File: src/rtl/mem_port_arbiter.sv
// Purpose: shares one single-port RAM between instruction fetch and the MEM-stage data port.
// Latency: grant registered; ram_req rises 1 cycle after the request; completion on ram_ack.
// Backpressure: the waiting requester is stalled until its valid pulse; data wins, IF starvation bounded.
module mem_port_arbiter #(
  parameter int ADDR_W       = 32,
  parameter int DATA_W       = 32,
  parameter int STARVE_LIMIT = 4
) (
  input  logic              clk,
  input  logic              reset,
  input  logic              if_req,
  input  logic [ADDR_W-1:0] if_addr,
  output logic [DATA_W-1:0] if_rdata,
  output logic              if_valid,
  output logic              if_stall,
  input  logic [1:0]        mem_ctrl_input,
  input  logic [ADDR_W-1:0] address,
  input  logic [DATA_W-1:0] w_data,
  output logic [DATA_W-1:0] read_data,
  output logic              mem_valid,
  output logic              mem_stall,
  output logic              ram_req,
  output logic              ram_we,
  output logic [ADDR_W-1:0] ram_addr,
  output logic [DATA_W-1:0] ram_wdata,
  input  logic              ram_ack,
  input  logic [DATA_W-1:0] ram_rdata
);

  localparam int CNT_W = $clog2(STARVE_LIMIT + 1);
  localparam logic [CNT_W-1:0] LIMIT = CNT_W'(STARVE_LIMIT);

  typedef enum logic [1:0] {
    IDLE  = 2'd0,
    D_ACC = 2'd1,
    I_ACC = 2'd2
  } state_t;

  state_t           state;
  state_t           state_nxt;
  logic             dreq;
  logic             grant_d;
  logic             grant_i;
  logic [CNT_W-1:0] starve_cnt;

  // Only load (10) and store (01) encodings are real data accesses.
  assign dreq = (mem_ctrl_input == 2'b01) || (mem_ctrl_input == 2'b10);

  // Arbitration in IDLE (forced IF when starved, else data first); wait for ack otherwise.
  always_comb begin
    state_nxt = state;
    grant_d   = 1'b0;
    grant_i   = 1'b0;
    case (state)
      IDLE: begin
        if (if_req && (starve_cnt == LIMIT)) begin
          grant_i   = 1'b1;
          state_nxt = I_ACC;
        end else if (dreq) begin
          grant_d   = 1'b1;
          state_nxt = D_ACC;
        end else if (if_req) begin
          grant_i   = 1'b1;
          state_nxt = I_ACC;
        end
      end
      D_ACC, I_ACC: begin
        if (ram_ack) state_nxt = IDLE;
      end
      default: state_nxt = IDLE;
    endcase
  end

  // State register; reset abandons any in-flight access.
  always_ff @(posedge clk or posedge reset) begin
    if (reset) state <= IDLE;
    else       state <= state_nxt;
  end

  // RAM request registers: loaded on grant, held through the access, req dropped on ack.
  always_ff @(posedge clk or posedge reset) begin
    if (reset) begin
      ram_req   <= 1'b0;
      ram_we    <= 1'b0;
      ram_addr  <= '0;
      ram_wdata <= '0;
    end else if (grant_d) begin
      ram_req   <= 1'b1;
      ram_we    <= (mem_ctrl_input == 2'b01);
      ram_addr  <= address;
      ram_wdata <= w_data;
    end else if (grant_i) begin
      ram_req   <= 1'b1;
      ram_we    <= 1'b0;
      ram_addr  <= if_addr;
    end else if ((state != IDLE) && ram_ack) begin
      ram_req   <= 1'b0;
    end
  end

  // Count data grants that overtook a waiting fetch; any fetch grant clears it.
  always_ff @(posedge clk or posedge reset) begin
    if (reset) begin
      starve_cnt <= '0;
    end else if (grant_i) begin
      starve_cnt <= '0;
    end else if (grant_d && if_req && (starve_cnt != LIMIT)) begin
      starve_cnt <= starve_cnt + CNT_W'(1);
    end
  end

  // Completion pulses and returned data only when an access of that kind is acked.
  assign mem_valid = (state == D_ACC) && ram_ack;
  assign if_valid  = (state == I_ACC) && ram_ack;
  assign read_data = mem_valid ? ram_rdata : '0;
  assign if_rdata  = if_valid  ? ram_rdata : '0;

  // A requester stalls from the moment it asks until its own completion cycle.
  assign mem_stall = dreq   && !mem_valid;
  assign if_stall  = if_req && !if_valid;

endmodule
File: config.mk
export PLATFORM = sky130hd
export DESIGN_NAME = mem_port_arbiter
export DESIGN_NICKNAME = d
export VERILOG_FILES = /design/src/rtl/mem_port_arbiter.sv
export SDC_FILE = /design/constraint.sdc
export NUM_CORES = 1
export LEC_CHECK = 0
export BUFFER_PORTS_ARGS = -buffer_cell sky130_fd_sc_hd__buf_2
export CORE_AREA = 2 2 106 108
export CTS_CLUSTER_DIAMETER = 120
export DETAILED_ROUTE_END_ITERATION = 10
export DIE_AREA = 0 0 108 110
export PLACE_DENSITY_LB_ADDON = 0.3
export SETUP_SLACK_MARGIN = 0.02
export SYNTH_ARGS = -nofsm -noshare
export SYNTH_HDL_FRONTEND = slang
export SYNTH_SLANG_ARGS = --single-unit
File: constraint.sdc
create_clock -name clk -period 2.13 [get_ports clk]
set_input_delay 0.3195 -clock clk [delete_from_list [all_inputs] [get_ports clk]]
set_output_delay 0.3195 -clock clk [all_outputs]
set_load 0.005 [all_outputs]
# Word level (Yosys, flattened, before mapping)
# Cells that the tools add are included.
# word_totals
wordCells	56
inputBits	134
register_bits	71
# classes
eq_ne	8
mux	23
reduce_logical	18
n_addsub	1
# op_table
operator	n
$mux W32	4
$mux W1	12
$logic_and A1 B1 Y1	8
$mux W2	4
$mux W3	2
$reduce_bool A2 Y1	3
$eq A2 B1 Y1 const B	2
$eq A2 B2 Y1 const B	2
$ne A4 B4 Y1 const B	1
$pmux W2 S2	1
$add A3 B1 Y3 const B	1
$eq A3 B3 Y1 const B	1
$ne A3 B3 Y1 const B	1
$reduce_bool A3 Y1	1
$logic_not A1 Y1	2
$logic_not A2 Y1	1
$ne A2 B2 Y1 const B	1
$reduce_and A2 Y1	1
$reduce_or A2 Y1	1
$logic_or A1 B1 Y1	1

# Logic depth before layout (Yosys ltp)
# logic_depth
ltp_word	9
mapped_depth	10
depth_no_buf	5

# Worst setup path before layout
# Ideal clock, no wire load.
# synth_timing
kind	input to register
start	input port mem_ctrl_input[1]
end	register ram_wdata[10]
path_slack_ps	258
stages	8
t_required_ps	2005
arrival_ps	1747
path_cell_list	inv_1 > ha_1 > nand2b_1 > clkbuf_1 > or2_1 > buf_6 > buf_6 > mux2_4
# synth_via
elab_chain_len	5
word_cells_on_any_way	6
cone_classes	2 x eq/ne; 3 x mux; 1 x reduce/logical
# synth_lines
item	line_no	rtl
from (decl)	16	input logic [1:0] mem_ctrl_input,
$eq A2 B1 Y1 or $eq A2 B2 Y1 (tied branches)	47	assign dreq = (mem_ctrl_input == 2'b01) || (mem_ctrl_input == 2'b10);
$logic_or A1 B1 Y1 *	47	
$mux W1 *	59	end else if (dreq) begin
$mux W1 *	56	if (if_req && (starve_cnt == LIMIT)) begin
$mux W1 *	54	case (state)
to (signal assigned)	91	ram_wdata <= w_data;
to (decl)	25	output logic [DATA_W-1:0] ram_wdata,
# Mark *: on every way between the ends. The rest lies on a longest branch, timed or not.
# A chain may end at the register's enable or synchronous reset.

# Final worst setup path
# layout_timing
start	register state[0]
end	output port if_stall
# layout_via
elab_chain_len	4
# layout_lines
item	line_no	rtl
from (decl)	39	state_t state;
from (signal assigned)	77	else state <= state_nxt;
$eq A2 B2 Y1	114	assign if_valid = (state == I_ACC) && ram_ack;
$logic_and A1 B1 Y1	114	
$logic_not A1 Y1	120	assign if_stall = if_req && !if_valid;
$logic_and A1 B1 Y1	120	
to (decl)	15	output logic if_stall,
# Every way passes these cells.

==> results.md <==
Drt:
- After detailed routing, the number of vias per cell comes to 5.22.
- The number of optimization iterations in the first detailed-route pass is 4.
- The post-detailed-route count of antenna-violating nets is 0.
- The via total after detailed routing is 4038.
- The total length of routed wires is 12.9 mm.
- For this block, the initial DRC count from the detailed router was 263.
- In the routed design, unresolved DRC markers number 0.
- The detail-routed net length per standard cell is 16.6 um.

Worst setup path:
- The kind of launch point of the worst setup path is a register.
- The worst setup path is of the reg2out kind.
- Of all nets on the critical path, the largest fanout is 33.
- Data on the critical path arrives at its endpoint at 1630 ps.
- STA classifies the critical path endpoint as an output port.
- Data on the critical path is required at its endpoint by 1810 ps.

Floorplanning:
- The die covers 11900 um2.
- The floorplan step set the die height to 110 um.
- The floorplan step set the die width to 108 um.
- Row generation in the floorplan step produced 38 rows.
- The core region is 10700 um2.
- The top-level port count is 268.
- The initial core utilization is 0.377.

Clock tree:
- The clock net in this run drives a total of 71 sinks.
- The total of hold buffers inserted after clock tree synthesis is 0.
- The maximum root-to-sink buffer count is 2.
- Once the clock tree was built, the setup fixing pass inserted 0 buffers.
- The worst-skew pair later-pin latency is 340 ps.
- The clock transition at the register clock pins on the worst setup and hold paths after CTS is 80 ps.
- TritonCTS built the clock tree.
- The H-tree was split into 3 levels.
- The cell at the root of the clock tree is clkbuf_8.
- The total CTS buffers is 9.

GRT:
- For this run, the total global-route usage over all layers was measured as 0.207.
- The total global routing overflow is 0.
- The first global-routing pass estimated 19.3 mm of wire.
- The number of antenna violations at the first check in global routing came to 0.
- The largest net degree at the start of global routing is 68.
- The via count of the first global-routing pass is 3810.

Yosys:
- The average instance in the mapped netlist occupies 10.5 um2.
- Synthesis inferred 71 register bits.
- The netlist uses 26 different library cells.
- The share of the Yosys chip area taken by registers is 0.441.
- The instance count of the mapped netlist is 384.
- The top-area cell type share of the netlist area is 0.441.
- The library cell occupying the most area in the post-synthesis netlist is dfrtp_1.
- The net count after synthesis is 524.
- Sorting the synthesized cells by area gives the leading types as dfrtp_1, mux2_4, and3_1.
- The synthesized area is 4030 um2.
- The number of warnings reported in the yosys synthesis log is 0.

Placed design:
- During placement, the flow inserted port buffers numbering 267.
- The worst slack at placement is 260 ps.
- The placed wire-length estimate after detailed placement is 9.37 mm.
- The congestion estimate from routability-driven global placement came to 0.839.

Layout:
- The layout-stage area growth over the synthesis result is 39.8%.
- In the final layout, the share of cells above drive strength 1 is 0.558.
- At the end of the flow, the number of nets in the layout was 769.
- The most common library cell in the layout ignoring fill and taps is buf_2.
- The antenna diode instance count is 0.
- In the layout the commonest cells are buf_2, dfrtp_1, and3_1.

Timing:
- The total negative slack is 0 ps.
- The achievable clock frequency is 513 MHz.
- The headroom to the max-slew limit is 0.493.
- The worst clock skew is 9.65 ps.
- Setup repair after global routing left no endpoint under its margin.
- The final hold violation count is 0.
- The count of final max-slew check failures is 0.
- The final critical-path setup slack is 182 ps.
- At the pin with the least slew margin, the transition time is 760 ps.
- The post-route minimum period is 1950 ps.
- The count of final setup violators is 0.
- Dividing the final minimum period by the clock period gives 0.915.

Status:
- The flow ran to the end, and the final reports show no timing, DRC or antenna violations.

Run:
- Across the run, the number of max-cap violations was 0.

Pwr:
- The power density of the placed cells is 1270 nW/um2.
- IR analysis of the VDD net gives a maximum drop of 745 uV.
- The analysis attributes to cell leakage a power of 3.11 nW.

Worst hold path:
- The worst hold path class is in2async.
-- worst max-delay path, stage by stage (launching register included) --
cell     delay, ps
dfrtp_1        400
inv_1          100
ha_1           200
buf_4          210
and2_1         190
nor2_1          80
buf_2          120
-- cells by family (layout without fill, tap and decap cells) --
group / Yosys count / count (layout) / share of synthesized area
flip-flops: 71 / 71 / 0.441
AND/OR/NAND/NOR: 140 / 140 / 0.205
AO/OA/AOI/OAI: 75 / 75 / 0.139
adder cells (fa/ha/maj): 6 / 6 / 0.0186
buffers and inverters: 57 / 307 / 0.0705
multiplexers: 35 / 35 / 0.127
-- metrics by stage --
stage | hold WS, ps | utilization | instances | power (mW) | cell area (um2)
3_3_place_gp | 471 | 0.509 | 758 | 6.02 | 5440
2_1_floorplan | 468 | - | 384 | 4.77 | 4040
4_1_cts | 89.2 | 0.526 | 774 | 7.18 | 5620
3_5_place_dp | 473 | 0.509 | 758 | 6.16 | 5440
6_report | 93.2 | 0.527 | 774 | 7.13 | 5630
5_1_grt | 121 | 0.527 | 774 | 7.68 | 5630
-- power by group --
group	switching (mW)	internal, mW
clock network	0.530	0.461
registers	0.399	2.04
logic	1.83	1.88
-- layout make-up --
| type | instances | area (um2) |
|---|---|---|
| fill | 996 | 5060 |
| multi-input combinational | 256 | 1990 |
| sequential | 71 | 1780 |
| timing repair buffer | 282 | 1470 |
| tap | 140 | 175 |
| clock buffer | 10 | 138 |
| clock inverter | 6 | 43.8 |
| inverter | 9 | 37.5 |
-- what timing repair did --
item | CTS | global route
endpoints found under the hold margin | 0 | 0
setup endpoints to repair | 18 | 13
resized for setup | 1 | 1
gates cloned | 0 | 0
-- registers in the layout, summed over array words and instances (netlist names) --
signal	cells
ram_addr	32
ram_req	1
starve_cnt	3
ram_we	1
ram_wdata	32
state	2
-- Yosys cell counts --
| cell type | count |
|---|---|
| and2_1 | 2 |
| a32o_1 | 1 |
| nor4b_1 | 1 |
| a21o_1 | 3 |
| nand4_1 | 32 |
| nand2_1 | 3 |
| or2_1 | 1 |
| a31oi_2 | 20 |
| nor2_1 | 2 |
| mux2i_1 | 3 |
| clkbuf_1 | 37 |
| and3_1 | 65 |
| dfrtp_1 | 71 |
| clkbuf_2 | 1 |
| a31oi_1 | 12 |
| ha_1 | 6 |
| o211ai_1 | 2 |
| inv_1 | 9 |
| nor3_1 | 33 |
| mux2_4 | 32 |
| buf_6 | 9 |
| o21bai_1 | 1 |
| buf_2 | 1 |
| o21ai_0 | 35 |
| a21oi_1 | 1 |
| nand2b_1 | 1 |
-- path summary, 6_finish.rpt --
kind | slack [ps] | start | cells past startpoint | to
setup / recovery | 180 | state[0] | 6 | if_stall
hold / removal | 90 | reset | 3 | ram_wdata[21]
setup reg to reg | 190 | state[0] | 7 | ram_addr[3]
hold reg to reg | 510 | ram_wdata[7] | 1 | ram_wdata[7]
max in group asynchronous | 1660 | reset | 3 | ram_wdata[30]
min in group clk | 200 | w_data[21] | 2 | ram_wdata[21]
-- metal layers --
layer,vias up,global-route usage,wire length [um],part of all wire
met5,-,0,0,0
met3,25,0.0400,899,0.070
li1,1911,-,-,-
met2,187,0.333,6150,0.48
met1,1915,0.271,5530,0.43
met4,0,0.0934,312,0.024
No activity file was read; power rests on OpenSTA's default activity.
